File: config.mk
export PLATFORM = sky130hd
export DESIGN_NAME = instruction_fetch
export DESIGN_NICKNAME = d
export VERILOG_FILES = /design/src/rtl/instruction_fetch.sv
export SDC_FILE = /design/constraint.sdc
export NUM_CORES = 1
export LEC_CHECK = 0
export CORE_MARGIN = 5
export CORE_UTILIZATION = 50
export CTS_CLUSTER_DIAMETER = 80
export CTS_CLUSTER_SIZE = 8
export DETAILED_ROUTE_END_ITERATION = 8
export GPL_ROUTABILITY_DRIVEN = 0
export PLACE_DENSITY_LB_ADDON = 0.15
export SLEW_MARGIN = 20
export SYNTH_ARGS = -nofsm -noshare
export SYNTH_HDL_FRONTEND = slang
export SYNTH_SLANG_ARGS = --single-unit
File: constraint.sdc
create_clock -name clk -period 13.9 [get_ports clk]
set_clock_uncertainty 0.15 [all_clocks]
set_input_delay 2.78 -clock clk [delete_from_list [all_inputs] [get_ports clk]]
set_output_delay 2.78 -clock clk [all_outputs]
set_load 0.05 [all_outputs]
File: src/rtl/instruction_fetch.sv
// Fetch stage: owns the PC, captures imem read data into a PC-tagged queue, hands {pc, instr} to decode.
// Optional misaligned-redirect fault handling is enabled by defining IFETCH_ALIGN_CHECK_EN.
module instruction_fetch #(
  parameter logic [63:0] RESET_PC   = 64'h0,
  parameter int          FIFO_DEPTH = 2
) (
  input  logic        clk,
  input  logic        rst,
  output logic [63:0] imem_addr,
  input  logic [31:0] imem_data,
  input  logic        redirect_valid,
  input  logic [63:0] redirect_pc,
  output logic        instr_valid,
  input  logic        instr_ready,
  output logic [31:0] instr,
  output logic [63:0] instr_pc,
  output logic        fetch_fault
);

  localparam int PW = $clog2(FIFO_DEPTH);
  localparam int CW = PW + 1;
  localparam logic [CW-1:0] DEPTH_C = CW'(FIFO_DEPTH);

  logic [63:0]   pc;
  logic [PW-1:0] rd_ptr;
  logic [PW-1:0] wr_ptr;
  logic [CW-1:0] count;
  logic [63:0]   fifo_pc    [FIFO_DEPTH];
  logic [31:0]   fifo_instr [FIFO_DEPTH];

  logic          fetch_en;
  logic          pop;
  logic          push;
  logic [63:0]   redirect_target;

`ifdef IFETCH_ALIGN_CHECK_EN
  typedef enum logic {RUN = 1'b0, FAULT = 1'b1} state_t;
  state_t state;
  state_t state_next;
  logic   misaligned;

  assign misaligned      = redirect_pc[1:0] != 2'b00;
  assign redirect_target = redirect_pc;

  always_ff @(posedge clk) begin
    if (rst) state <= RUN;
    else     state <= state_next;
  end

  // Only a redirect moves the FSM; its alignment picks the destination.
  always_comb begin
    state_next = state;
    if (redirect_valid) state_next = misaligned ? FAULT : RUN;
  end

  always_comb begin
    fetch_en    = (state == RUN);
    fetch_fault = (state == FAULT);
  end
`else
  logic unused_redirect_lo;

  assign unused_redirect_lo = ^redirect_pc[1:0];
  assign redirect_target    = {redirect_pc[63:2], 2'b00};
  assign fetch_en           = 1'b1;
  assign fetch_fault        = 1'b0;
`endif

  assign imem_addr   = pc;
  assign instr_valid = (count != '0);
  assign pop         = instr_valid & instr_ready;
  assign push        = fetch_en & ~redirect_valid & ((count < DEPTH_C) | pop);

  // Queue control: reset beats redirect, redirect beats any push/pop.
  always_ff @(posedge clk) begin
    if (rst) begin
      pc     <= RESET_PC;
      count  <= '0;
      rd_ptr <= '0;
      wr_ptr <= '0;
    end else if (redirect_valid) begin
      pc     <= redirect_target;
      count  <= '0;
      rd_ptr <= '0;
      wr_ptr <= '0;
    end else begin
      if (push) begin
        pc     <= pc + 64'd4;
        wr_ptr <= wr_ptr + PW'(1);
      end
      if (pop) rd_ptr <= rd_ptr + PW'(1);
      if (push && !pop)      count <= count + CW'(1);
      else if (pop && !push) count <= count - CW'(1);
    end
  end

  // Queue storage carries no reset; count gates everything read from it.
  always_ff @(posedge clk) begin
    if (push) begin
      fifo_pc[wr_ptr]    <= pc;
      fifo_instr[wr_ptr] <= imem_data;
    end
  end

  assign instr    = instr_valid ? fifo_instr[rd_ptr] : 32'h0;
  assign instr_pc = instr_valid ? fifo_pc[rd_ptr]    : 64'h0;

endmodule

After elaboration in Yosys (flattened, before gate mapping)
Memories as Yosys holds them, arrays and structs flattened. A register that Yosys moved wholly into a read port is not among the register bits.
Index checks and enable logic that the tools add are counted.
{ "classes": {"n_reduce_logical": 8, "n_bitwise": 4, "mul": 0, "n_eq_ne": 0, "shift": 0, "n_mux": 12, "addsub": 5, "magnitude_cmp": 1, "div": 0} }
{ "op_table": {"columns": ["operator", "n"], "rows": [
  ["$mux 64", 3],
  ["$add 64x3->64 const B", 1],
  ["$mux 32", 1],
  ["$mux 1", 6],
  ["$reduce_bool 2->1", 3],
  ["$mux 2", 2],
  ["$add 1x1->1 const B", 2],
  ["$add 2x1->2 const B", 1],
  ["$and 1x1->1", 2],
  ["$logic_and 1x1->1", 2],
  ["$logic_not 1->1", 2],
  ["$lt 2x2->1 const B", 1],
  ["$reduce_or 2->1", 1],
  ["$sub 2x1->2 const B", 1],
  ["$not 1->1", 1],
  ["$or 1x1->1", 1]
]} }
{ "totals": {"latchBits": 0, "romBits": 0, "reg_bits": 68, "output_inout_bits": 162, "mem_bits_rw": 192, "word_cells": 37, "memories": 2} }
{ "mem_list": {"columns": ["name", "depth", "width", "read_ports", "rd_ports_with_merged_regs", "write_ports", "line_no", "text"], "rows": [
  ["fifo_pc", 2, 64, 1, 1, 1, "28", "logic [63:0] fifo_pc [FIFO_DEPTH];"],
  ["fifo_instr", 2, 32, 1, 1, 1, "29", "logic [31:0] fifo_instr [FIFO_DEPTH];"]
]} }

Depth between registers and ports, before layout
Gate-level depths: netlist (run 1).
{ "depth": {"ltp_word": 8, "mapped_depth": 9, "ltp_nobuf": 8} }

Least setup slack after synthesis (run 1)
No wires, ideal clock.
{ "synth_timing": {"kind": "input-to-reg", "from": "input port redirect_valid", "to": "memory fifo_instr[0][0], enable pin", "arrival_ns": 9.839, "path_stages": 4, "n_path_buf": 3, "setup_slack_ns": 3.250, "setup_ns": 0.662, "required_time_ns": 13.088, "path_cell_list": "clkbuf_1 > clkbuf_1 > buf_1 > nor3_1"} }
{ "synth_between": {"elab_chain_cells": 4} }
{ "synth_lines": {"columns": ["element", "line_no", "text"], "rows": [
  ["start: declaration", "11", "input logic redirect_valid,"],
  ["$not 1->1", "72", "assign push = fetch_en & ~redirect_valid & ((count < DEPTH_C) | pop);"],
  ["$and 1x1->1", "72", null],
  ["$mux 1", "99", "if (push) begin"],
  ["$mux 1 (not written as such)", "101", "fifo_instr[wr_ptr] <= imem_data;"],
  ["end: declaration", "29", null]
]} }
No other way between the ends.

==> impl_metrics.ini, run 1 <==
[floorplan]
start_util_pct = 50.72
core-area_sq_um = 21820
die_y_um = 158.8
io_pins = 262
die_w_um = 158.8
rows = 54
die_area_sq_um = 25210

[pwr]
internal_power_w = 0.001489
pwr-share-comb_pct = 16.5
p_leak_nw = 4.877
switching_share_pct = 27.46
switchingPower_w = 0.0005636
clkPwrFrac_pct = 39.1
seqPwrFrac_pct = 44.4
power_density_nw_per_um2 = 137.9
vdd_drop_max_uv = 123.5

[cells_and_area]
final_cell_mix = clkdlybuf4s50_1 (253), edfxtp_1 (188), nor2_1 (152)
drive_above_1_share_pct = 5.857
finalNonFillerCells = 1459
area_growth_pct = 34.50
layout.nets = 1252
final_common_cell = clkdlybuf4s50_1

[worst_setup_path]
cp_data_required_time_ns = 10.97
critPathMaxStageDelay_ns = 0.88
cp-end-kind = output port
rrSetupSlack_ns = 10.48
path_max_fanout = 51
reg2reg_from = imem_addr[15]
path_delay_family = buffers and inverters
worstSetupStartpointType = flop
cp.buffers_inverters = 2
crit_arrival_ns = 3.45
crit_type = flop to output port
critical-path-slowest-cell = dfxtp_4
crit_chain = buf_4, mux2i_1, nor2_1, clkdlybuf4s50_1

[clock_network]
cts_tree = built
cts_root_buf = clkbuf_16
clock-sinks = 255
insertion_delay_ns = 0.50
ctsHoldBuffers = 0
cts_setup_buffers = 0
clk_pin_slew_worst_paths_ns = 0.05
cts_buffer_depth = 3
h-tree-depth = 2
numCtsBuffers = 37
cts_resized = 0

[yosys]
synthFlopType = edfxtp_1
syn_inst = 899
synthArstFlopShare_pct = 0
ys_seq_area_share_pct = 63.12
ys_seq_elements = 255
synth.avg_cell_area_sq_um = 12.31
synth_edf_count = 188
syn_area_sq_um = 11070
yosysWarnings = 0
synth.distinct_cells = 54

[timing]
hold_viol = 0
fin_crit_ns = 6.382
drv_slew = 0
rsz0062_at_grt = false
tightest_slew_ns = 1.043
max-slew-margin-rel_pct = 30.45
setup_tns_ns = 0
period_share_pct = 45.92
fmax_mhz = 156.7
setup_violations = 0

[drt]
vias = 8249
post-route-drc-count = 0
drt_pass1_iterations = 5
routed_wl_um = 29610
via_per_inst = 5.654
initialDrtViolationCount = 513
post_drt_wl_per_cell_um = 20.29
ant_nets = 0

[global_routing]
grt_remaining_overflow = 0
grt_pass1_vias = 8101
antenna_found_initial = 4
gr-usage-all-layers_pct = 22.47
grt_pass1_wl_um = 45970
grt_max_degree = 102

[min_path]
min_path_type = flop to flop
min_from = imem_addr[63]

[placement]
place_hpwl_um = 19680
port-buffer-count = 254
dpl.cell_count = 1390

[run_status]
status = finished clean

[flow_run]
maxCapViolCount = 0
-- metal layers --
metal	wire length, um	GRT usage [%]
met4	954	8.056
met5	35	0
met2	13420	34.84
met3	2599	6.584
met1	12600	30.26
-- synthesized netlist by cell type (all sizes together) (4+ instances only) --
library cell  instances  share of area [%]
and2                  7               0.40
a311oi               18                1.4
nand2b                4               0.23
inv                   4               0.14
nor4                 16               0.90
a2111oi               4               0.32
o31ai                 8               0.54
nor2                153                5.2
a211oi               21                1.4
nand4                43                2.6
nand2                37                1.3
a21oi                 8               0.36
and3                  9               0.51
nor3b                 4               0.27
or3                  16               0.90
or4                   9               0.67
nand3                23                1.1
xor2                 24                1.9
clkbuf               37                1.3
nor3                 14               0.63
o211a                 5               0.45
buf                  21                1.1
xnor2                11               0.87
and4                 14                1.1
mux2i                99                9.0
edfxtp              188                 51
dfxtp                67                 12
o21ai                11               0.50
-- layout make-up --
type,instances,area [sq um]
inverter,4,15.01
multi-input combinational,584,3825
sequential,255,6990
antenna,1,2.502
clock inverter,2,17.52
clock buffer,65,1031
tap,280,350.3
fill,1634,6937
timing repair buffer,268,2655
-- flip-flops by register name, indices dropped and copies added (netlist names), named ones only --
| name | flops |
|---|---|
| count | 2 |
| wr_ptr | 1 |
| rd_ptr | 1 |
| fifo_pc | 124 |
| fifo_instr | 64 |
| imem_addr | 62 |
-- worst paths after layout --
path / endpoint / depth (start not counted)
max: instr[18] / 4
min: fifo_pc[1][63] / 0
max reg2reg: imem_addr[61] / 5
min reg2reg: fifo_pc[1][63] / 0
-- per-stage QoR --
stage               utilization (%)  area, sq um  setup WS [ns]  total power (W)  hold slack [ns]
global placement              63.31        13820          7.997         0.001258           0.3606
CTS                           68.11        14860          7.467         0.002070           0.3697
floorplan                         -        11080          3.250         0.001133           0.3700
global route                  68.21        14890          7.365         0.002131           0.3923
finish                        68.21        14890          7.518         0.002052           0.3740
detailed placement            63.31        13820          8.007         0.001263           0.3675
-- power by group through the flow --
stage / clock, W / sequential [W] / combinational (W)
6_report: 0.000803 / 0.000910 / 0.000338
2_1_floorplan: 0 / 0.000958 / 0.000174
3_5_place_dp: 0 / 0.000925 / 0.000339
3_3_place_gp: 0 / 0.000922 / 0.000336
5_1_grt: 0.000859 / 0.000916 / 0.000356
4_1_cts: 0.000819 / 0.000911 / 0.000340
-- cell families (layout without fill, tap and decap cells) --
kind of cell / count (synthesis) / in the layout / synth area share [%]
simple gates: 357 / 357 / 16.27
flops: 255 / 255 / 63.12
mux: 100 / 100 / 9.055
compound gates: 85 / 85 / 5.856
buf+inv: 64 / 339 / 2.668
xor+xnor: 35 / 35 / 2.770
fa+ha+maj: 2 / 2 / 0.2261
other cells: 1 / 6 / 0.03388
(Power assumes the default switching activity.)
==> run 2, diff against run 1 <==
--- a/config.mk
+++ b/config.mk
@@ -6,7 +6,7 @@
 export NUM_CORES = 1
 export LEC_CHECK = 0
 export CORE_MARGIN = 5
-export CORE_UTILIZATION = 50
+export CORE_UTILIZATION = 45
 export CTS_CLUSTER_DIAMETER = 80
 export CTS_CLUSTER_SIZE = 8
 export DETAILED_ROUTE_END_ITERATION = 8
==> constraint.sdc (replaced) <==
create_clock -name clk -period 5.5 [get_ports clk]
set_clock_uncertainty 0.15 [all_clocks]
set_input_delay 1.1 -clock clk [delete_from_list [all_inputs] [get_ports clk]]
set_output_delay 1.1 -clock clk [all_outputs]
set_load 0.05 [all_outputs]
==> run 2 against run 1 <==
Compared with the run above:
- sequential power rose to 2.5 times the previous value
- register-to-register slack worse by 8.4 ns
- non-clock buffer count grew 3
- clock-buffer cell count stayed put
- via count down 1.1%
- largest power group unchanged
- cell count rose by 3.2%
- sequential share of layout area is 0.26 points lower
- global-route usage decreased by 1.6 points
- die area grew 10%
==> impl_metrics.ini, run 2 (synthesis gave the netlist of run 1 again) <==
[run_status]
status = finished clean

[drt]
routed_wl_um = 30060
vias = 8158
drt_pass1_iterations = 5
via_per_inst = 5.421
post_drt_wl_per_cell_um = 19.98
initialDrtViolationCount = 482
post-route-drc-count = 0
ant_nets = 0

[clock_network]
h-tree-depth = 2
insertion_delay_ns = 0.50
cts_root_buf = clkbuf_16
cts_setup_buffers = 0
cts_tree = built
cts_resized = 0
ctsHoldBuffers = 0
cts_buffer_depth = 3
numCtsBuffers = 37
clock-sinks = 255
clk_pin_slew_worst_paths_ns = 0.05

[floorplan]
die_area_sq_um = 27830
core-area_sq_um = 24250
die_w_um = 166.8
rows = 57
start_util_pct = 45.64
die_y_um = 166.8
io_pins = 262

[global_routing]
grt_remaining_overflow = 0
grt_pass1_vias = 7943
antenna_found_initial = 2
grt_max_degree = 102
gr-usage-all-layers_pct = 20.88
grt_pass1_wl_um = 46310

[worst_setup_path]
cp-end-kind = output port
worstSetupStartpointType = flop
path_max_fanout = 48
crit_type = flop to output port
cp_data_required_time_ns = 4.25
r2r_cells = 5
crit_arrival_ns = 2.99

[placement]
port-buffer-count = 254
place_area_sq_um = 13920
dpl_worst_slack_ns = 1.462
place_hpwl_um = 20330

[pwr]
vdd_drop_max_uv = 246.2
p_leak_nw = 4.892
power_density_nw_per_um2 = 346.4

[cells_and_area]
fillers = 2003
layout.nets = 1255
seq_area_sq_um = 6990
multiInputGateArea_sq_um = 3831
final_cell_mix = clkdlybuf4s50_1 (253), edfxtp_1 (188), nor2_1 (152)
final_common_cell = clkdlybuf4s50_1
postLayoutCellArea_sq_um = 14970
antennaDiodeCount = 0
area_growth_pct = 35.24
drive_above_1_share_pct = 6.097
largest_register_ffs = 124
regMostFlops = fifo_pc

[timing]
max-slew-margin-rel_pct = 30.83
setup_tns_ns = 0
tightest_slew_ns = 1.038
drv_slew = 0
setup_ws_ns = 1.259
hold_viol = 0
setup_violations = 0
fmax_mhz = 235.8
fin_crit_ns = 4.241
period_share_pct = 77.10
rsz0062_at_grt = false

[min_path]
min_path_type = flop to flop
min_path_cells = 0

[flow_run]
maxCapViolCount = 0
==> run 2: power by group <==
group	internal, W	total (W)	switching [W]
clock	0.00126	0.00203	0.000770
sequential	0.00220	0.00230	0.0000996
combinational	0.000300	0.000854	0.000554
==> run 2: per-stage QoR <==
stage | util, % | instances | hold slack, ns | power, W
after floorplan | - | 903 | 0.3700 | 0.002856
after global placement | 57.40 | 1438 | 0.3724 | 0.003190
after detailed placement | 57.40 | 1438 | 0.3717 | 0.003200
after CTS | 61.73 | 1505 | 0.3816 | 0.005249
after global routing | 61.73 | 1505 | 0.3995 | 0.005394
final | 61.73 | 1505 | 0.3781 | 0.005186
==> run 2: routing by layer <==
layer | part of all wire (%) | global-route usage, % | up-vias
li1 | - | - | 3916
met1 | 45 | 28.59 | 3899
met2 | 46 | 33.22 | 295
met3 | 7.4 | 5.854 | 44
met4 | 1.8 | 5.123 | 4
met5 | 0.077 | 0 | -
==> run 2: final timing paths <==
kind / start / endpoint / slack [ns]
setup / recovery: flop / instr_pc[36] / 1.26
hold / removal: imem_addr[18] / fifo_pc[1][18] / 0.38
setup reg to reg: imem_addr[15] / imem_addr[53] / 2.11
hold reg to reg: imem_addr[18] / fifo_pc[1][18] / 0.38
==> run 2: layout make-up <==
cell class	count	area share, %
clock buffer	65	6.888
clock inverter	2	0.1170
inverter	4	0.1003
multi-input combinational	584	25.60
sequential	255	46.70
tap	324	2.708
timing repair buffer	271	17.89
==> run 2: worst max-delay path, stage by stage, from the launching register on <==
cell	delay (ns)
dfxtp_4	0.93
buf_4	0.45
mux2i_1	0.13
nor2_1	0.12
clkdlybuf4s50_1	0.82
